[config.mk]
export PLATFORM = sky130hd
export DESIGN_NAME = spi_controller_mode0
export DESIGN_NICKNAME = d
export VERILOG_FILES = /design/src/rtl/spi_pkg.sv /design/src/rtl/spi_sck_tick.sv /design/src/rtl/spi_controller_mode0.sv
export SDC_FILE = /design/constraint.sdc
export NUM_CORES = 1
export LEC_CHECK = 0
export CAP_MARGIN = 20
export CORE_UTILIZATION = 45
export CTS_CLUSTER_SIZE = 24
export DETAILED_ROUTE_END_ITERATION = 8
export PLACE_DENSITY = 0.76
export SYNTH_ARGS = -nofsm -noshare
export SYNTH_HDL_FRONTEND = slang
export SYNTH_SLANG_ARGS = --single-unit
export TNS_END_PERCENT = 10
[constraint.sdc]
create_clock -name m_clk -period 1.5 [get_ports m_clk]
set_input_delay 0.3 -clock m_clk [delete_from_list [all_inputs] [get_ports m_clk]]
set_output_delay 0.3 -clock m_clk [all_outputs]
set_load 0.01 [all_outputs]
[src/rtl/spi_pkg.sv]
// Shared definitions for the mode-0 SPI controller.
//   spi_state_e : controller FSM states
//   SPI_CPOL / SPI_CPHA : clock polarity/phase this controller implements
//   SPI_BYTE_W : default transfer width
package spi_pkg;

  typedef enum logic [2:0] {
    IDLE  = 3'd0,
    SETUP = 3'd1,
    XFER  = 3'd2,
    TRAIL = 3'd3,
    GAP   = 3'd4
  } spi_state_e;

  localparam logic SPI_CPOL   = 1'b0;
  localparam logic SPI_CPHA   = 1'b0;
  localparam int   SPI_BYTE_W = 8;

endpackage

[src/rtl/spi_sck_tick.sv]
// Half-period timer for the SPI clock.
//   m_clk   : system clock
//   rst_n   : synchronous active-low reset
//   restart : holds the counter at 0; counting starts the cycle after it drops
//   tick    : one-cycle pulse every CLK_DIV cycles while not restarted
module spi_sck_tick #(
  parameter int CLK_DIV = 4
) (
  input  logic m_clk,
  input  logic rst_n,
  input  logic restart,
  output logic tick
);

  localparam int CW = $clog2(CLK_DIV);
  localparam logic [CW-1:0] LAST = CW'(CLK_DIV - 1);

  logic [CW-1:0] cnt_q;

  always_ff @(posedge m_clk) begin
    if (!rst_n) begin
      cnt_q <= '0;
    end else if (restart || cnt_q == LAST) begin
      cnt_q <= '0;
    end else begin
      cnt_q <= cnt_q + 1'b1;
    end
  end

  // Pulses in the last cycle of each half-period, so the edge it enables
  // lands exactly CLK_DIV cycles after the previous one.
  assign tick = !restart && (cnt_q == LAST);

endmodule

[src/rtl/spi_controller_mode0.sv]
// Byte-oriented SPI controller, mode 0 (CPOL=0, CPHA=0), MSB first.
//   m_clk, rst_n          : clock, synchronous active-low reset
//   start, tx_data, hold_cs : transfer request; data and hold flag captured on accept
//   cs_release            : drops a held CSn while idle
//   busy                  : transfer or CSn gap in progress
//   rx_valid, rx_data     : received byte, rx_valid pulses for one cycle
//   sck_pad, mosi_pad, csn_pad, miso_pad : SPI pins
//   state_dbg             : current FSM state
//
// Handshake: a request is accepted in any cycle where start=1 and busy=0;
// tx_data and hold_cs are captured in that cycle and busy is 1 from the next
// cycle until the transfer (and any CSn gap) is finished. start while busy=1
// is dropped, never queued.
module spi_controller_mode0
  import spi_pkg::*;
#(
  parameter int BYTE_W  = SPI_BYTE_W,
  parameter int CLK_DIV = 4
) (
  input  logic              m_clk,
  input  logic              rst_n,
  input  logic              start,
  input  logic [BYTE_W-1:0] tx_data,
  input  logic              hold_cs,
  input  logic              cs_release,
  output logic              busy,
  output logic              rx_valid,
  output logic [BYTE_W-1:0] rx_data,
  output logic              sck_pad,
  output logic              mosi_pad,
  output logic              csn_pad,
  input  logic              miso_pad,
  output spi_state_e        state_dbg
);

  localparam int CNT_W = $clog2(BYTE_W) + 1;
  localparam logic [CNT_W-1:0] LAST_BIT = CNT_W'(BYTE_W - 1);

  spi_state_e        state_q, state_d;
  logic              tick;
  logic              cs_low_q;
  logic              sck_q;
  logic              hold_q;
  logic [BYTE_W-1:0] tx_sr_q;
  logic [BYTE_W-1:0] rx_sr_q;
  logic [BYTE_W-1:0] rx_data_q;
  logic              rx_valid_q;
  logic [CNT_W-1:0]  bit_cnt_q;

  // FSM strobes
  logic accept, release_cs, drop_cs, rise, fall, last_fall;

  // The timer only runs outside IDLE, so every non-idle state begins a
  // fresh half-period on the cycle after leaving IDLE.
  spi_sck_tick #(.CLK_DIV(CLK_DIV)) u_tick (
    .m_clk   (m_clk),
    .rst_n   (rst_n),
    .restart (state_q == IDLE),
    .tick    (tick)
  );

  always_ff @(posedge m_clk) begin
    if (!rst_n) state_q <= IDLE;
    else        state_q <= state_d;
  end

  always_comb begin
    state_d    = state_q;
    accept     = 1'b0;
    release_cs = 1'b0;
    drop_cs    = 1'b0;
    rise       = 1'b0;
    fall       = 1'b0;
    last_fall  = 1'b0;
    case (state_q)
      IDLE: begin
        // start has priority; a simultaneous cs_release is dropped.
        if (start) begin
          accept  = 1'b1;
          state_d = SETUP;
        end else if (cs_release && cs_low_q) begin
          release_cs = 1'b1;
          state_d    = GAP;
        end
      end
      SETUP: begin
        if (tick) begin
          rise    = 1'b1;
          state_d = XFER;
        end
      end
      XFER: begin
        if (tick) begin
          if (sck_q) begin
            fall = 1'b1;
            if (bit_cnt_q == LAST_BIT) begin
              last_fall = 1'b1;
              state_d   = TRAIL;
            end
          end else begin
            rise = 1'b1;
          end
        end
      end
      TRAIL: begin
        if (tick) begin
          if (hold_q) begin
            state_d = IDLE;
          end else begin
            drop_cs = 1'b1;
            state_d = GAP;
          end
        end
      end
      GAP: begin
        if (tick) state_d = IDLE;
      end
      default: state_d = IDLE;
    endcase
  end

  always_ff @(posedge m_clk) begin
    if (!rst_n) begin
      cs_low_q   <= 1'b0;
      sck_q      <= SPI_CPOL;
      hold_q     <= 1'b0;
      tx_sr_q    <= '0;
      rx_sr_q    <= '0;
      rx_data_q  <= '0;
      rx_valid_q <= 1'b0;
      bit_cnt_q  <= '0;
    end else begin
      rx_valid_q <= 1'b0;
      if (accept) begin
        cs_low_q  <= 1'b1;
        tx_sr_q   <= tx_data;
        hold_q    <= hold_cs;
        bit_cnt_q <= '0;
      end
      if (release_cs || drop_cs) cs_low_q <= 1'b0;
      if (rise) begin
        sck_q   <= 1'b1;
        rx_sr_q <= {rx_sr_q[BYTE_W-2:0], miso_pad};
      end
      if (fall) begin
        sck_q     <= 1'b0;
        tx_sr_q   <= {tx_sr_q[BYTE_W-2:0], 1'b0};
        bit_cnt_q <= bit_cnt_q + 1'b1;
      end
      // The last bit was shifted in on the preceding rising edge, so rx_sr
      // is complete by the final falling edge.
      if (last_fall) begin
        rx_valid_q <= 1'b1;
        rx_data_q  <= rx_sr_q;
      end
    end
  end

  assign busy      = (state_q != IDLE);
  assign rx_valid  = rx_valid_q;
  assign rx_data   = rx_data_q;
  assign sck_pad   = sck_q;
  assign csn_pad   = !cs_low_q;
  assign mosi_pad  = cs_low_q & tx_sr_q[BYTE_W-1];
  assign state_dbg = state_q;

endmodule

==> run_results.csv <==
group,metric,value,unit
clock_network,cts_buffer_depth,2,
routing,drt-vias-per-instance,5.34,
synthesis,muxShareOfSynthArea,0.130,
synthesis,synth_fp_nets,185,
synthesis,synth_compound_area_frac,0.126,
timing,finalCriticalPeriod,1.59,ns
finish,antenna_cells,0,
pwr,pwr_density_cell,1220,nW/um2
min_path,hold_path_depth,1,
worst_setup_path,worstRegToRegCells,7,
timing,period_share,1.06,
pwr,pwr-share-clk,0.196,
pwr,p_leak,0.982,nW
synthesis,ys_seq_area_frac,0.480,
pwr,intPower,1.80,mW
clock_network,clock-sinks,37,
worst_setup_path,worst_setup_path_end_kind,"flip-flop",
synthesis,synth_area_leader_cell,"dfxtp_1",
routing,wl,3.59,mm
timing,timing.final.ws_setup,-0.0904,ns
pwr,p_comb_frac,0.355,
pwr,sw_frac_of_total,0.327,
clock_network,cts_tree,"yes",
timing,tightest_slew,0.378,ns
global_routing,grt_pass1_vias,1325,
global_routing,grt_max_degree,17,
synthesis,async_flop_share,0,
pwr,seqPwrFrac,0.449,
finish,multi_input_comb_area,811,um2
clock_network,clk_pin_slew,0.11,ns
timing,setup_violations,16,
finish,syn2layout_area_growth,41.9,%
routing,final_antenna_net_count,0,
placement,port_buffers,29,
timing,skew,0.0165,ns
worst_setup_path,start_kind,"flip-flop",
routing,wl_per_cell,13.6,um
pwr,power,2.67,mW
floorplan,io-pin-count,30,
synthesis,synth.area.top_cells,"dfxtp_1 (48%), mux2i_1 (13%), nor2_1 (5.8%)",
worst_setup_path,crit_arrival,1.82,ns
worst_setup_path,r2r_setup_slack,-0.09,ns
timing,fin_tns_setup,-0.688,ns
floorplan,die_h,60.6,um
worst_setup_path,crit_required,1.73,ns
clock_network,clock_latency,0.34,ns
synthesis,ys_seq_elements,37,
clock_network,cts_root_buffer,"clkbuf_4",
global_routing,grtUsageTotal,0.215,
timing,worst_hold_slack,0.449,ns
min_path,hold_start,"u_tick.cnt_q[0]",
timing,fmax,629,MHz
floorplan,die-area,3670,um2
timing,hold_viol,0,
job,max_cap_viol_count,0,
placement,place_congestion,0.848,
floorplan,rows,20,
global_routing,overflow,0,
finish,drive_above_1_share,0.245,
floorplan,start_util,0.490,
synthesis,yosysWarnings,0,
synthesis,synthDistinctLibCells,29,
synthesis,synth_xor_area_frac,0,
clock_network,numCtsBuffers,5,
routing,drtPass1Iterations,4,
pwr,peakVddDrop,0.715,mV
floorplan,core-area,3150,um2
floorplan,die_width,60.6,um
synthesis,synthCells,169,
timing,maxSlewHeadroom,0.747,
synthesis,synth-main-ff-cell,"dfxtp_1",
finish,regArea,759,um2
synthesis,synth_edf_count,0,
timing,slew_viol_final,0,
synthesis,synth-simple-area-share,0.194,
global_routing,antenna_found_initial,0,
status,violations,"setup timing",
worst_setup_path,timing.rr.end,"rx_sr_q[2]",
routing,drc,0,
synthesis,synth_fa_ha_area_frac,0.0162,
finish,post-route-util,0.695,
synthesis,syn_area_per_cell,9.14,um2
routing,drt_first_iter_violations,93,
worst_setup_path,r2r-start,"state_dbg[0]",
synthesis,synth_top_family_by_area,"simple AND/OR/NAND/NOR gates",
pwr,p_sw,0.874,mW
min_path,hp-class,"reg2reg",
synthesis,netlist_area,1540,um2
placement,dpl.hpwl,2.39,mm
finish,nNetsFinal,236,
clock_network,htreeDepth,2,
finish,fill_cells,281,
worst_setup_path,crit_type,"reg2reg",
timing,rsz0062_at_grt,"true",
global_routing,grt_pass1_wl,5.76,mm
routing,via_count,1411,
min_path,hold-path-endpoint,"u_tick.cnt_q[0]",
synthesis,synth.top_cell.area_share,0.480,
status,status,"complete, but fails checks",
worst_setup_path,crit_fanout,9,
-- kinds of logic after synthesis --
kind of cell,Yosys count
and+or+nand+nor,61
AOI/OAI and AO/OA,32
muxes,20
DFF,37
buffers and inverters,17
adders and majority gates,2
-- Yosys cell counts (2+ instances only) --
library cell / number
inv_1: 5
dfxtp_1: 37
nor3b_1: 2
and2_1: 2
nor2_1: 24
o21ai_0: 6
nor4_1: 2
a21oi_1: 12
nand3_1: 2
buf_6: 2
nor4b_1: 2
buf_2: 3
nand2_1: 15
ha_1: 2
a22oi_1: 9
clkbuf_1: 6
mux2i_1: 20
nor3_1: 6
a211oi_1: 2
-- per-layer routing --
metal / wire length, um / vias to the layer above / global-route usage
li1: - / 691 / -
met1: 1500 / 682 / 0.253
met2: 1890 / 30 / 0.370
met3: 137 / 8 / 0.0682
met4: 69 / 0 / 0.0714
met5: 0 / - / 0
-- worst max-delay path: stages (launching register included) --
cell     delay, ns
dfxtp_4       0.40
buf_4         0.15
buf_4         0.13
nor3b_1       0.30
o21ai_2       0.12
buf_6         0.16
mux2i_1       0.17
nor2_1        0.06
-- power by group through the flow --
| stage | Combinational, mW | Clock (mW) | Sequential (mW) |
|---|---|---|---|
| global route | 1.04 | 0.582 | 1.21 |
| floorplan | 0.486 | 0 | 1.16 |
| detailed placement | 0.782 | 0 | 1.20 |
| global placement | 0.758 | 0 | 1.19 |
| CTS | 0.850 | 0.532 | 1.18 |
| finish | 0.947 | 0.522 | 1.20 |
-- stage by stage --
stage / area (um2) / setup slack, ns / instances
6_report: 2190 / -0.0904 / 264
5_1_grt: 2190 / -0.126 / 264
4_1_cts: 2140 / -0.143 / 264
3_5_place_dp: 2010 / -0.555 / 253
3_3_place_gp: 2010 / -0.469 / 253
2_1_floorplan: 1550 / -0.163 / 169
-- placed cells by master (no fill, tap or decap), types with 4 or more instances in the layout --
cell type,count
a21oi_1,11
a22oi_1,9
buf_4,21
clkbuf_4,5
clkdlybuf4s50_1,13
dfxtp_1,30
dfxtp_4,4
dlygate4sd2_1,13
inv_1,5
mux2i_1,20
nand2_1,14
nor2_1,24
nor3_1,5
o21ai_0,4
-- how the worst max path moves through the flow --
stage	end	start	slack, ns
final	rx_sr_q[2]	state_dbg[0]	-0.09
after global routing	rx_sr_q[2]	state_dbg[0]	-0.13
after CTS	tx_sr_q[0]	state_dbg[0]	-0.14
after detailed placement	bit_cnt_q[2]	start	-0.56
after global placement	bit_cnt_q[2]	start	-0.47
after floorplan	rx_data[0]	state_dbg[2]	-0.16
-- state kept, by name, indices dropped and copies added (netlist names) --
signal,count
u_tick.cnt_q,2
rx_data,8
rx_valid,1
bit_cnt_q,4
tx_sr_q,8
cs_low_q,1
state_dbg,3
rx_sr_q,8
hold_q,1
sck_pad,1
-- area by class of cell --
cell class                 instances  share of cell area
clock buffer                       7              0.0251
multi-input combinational        115               0.370
sequential                        37               0.347
tap                               44              0.0251
inverter                           6              0.0103
timing repair buffer              55               0.223
-- repair_timing --
item,in CTS,in global routing
pin swaps,0,2
buffers inserted,4,0
gates resized for setup,33,17
cloned,0,1
setup endpoints to repair,46,34
hold buffers,0,0
(Power assumes the default switching activity.)
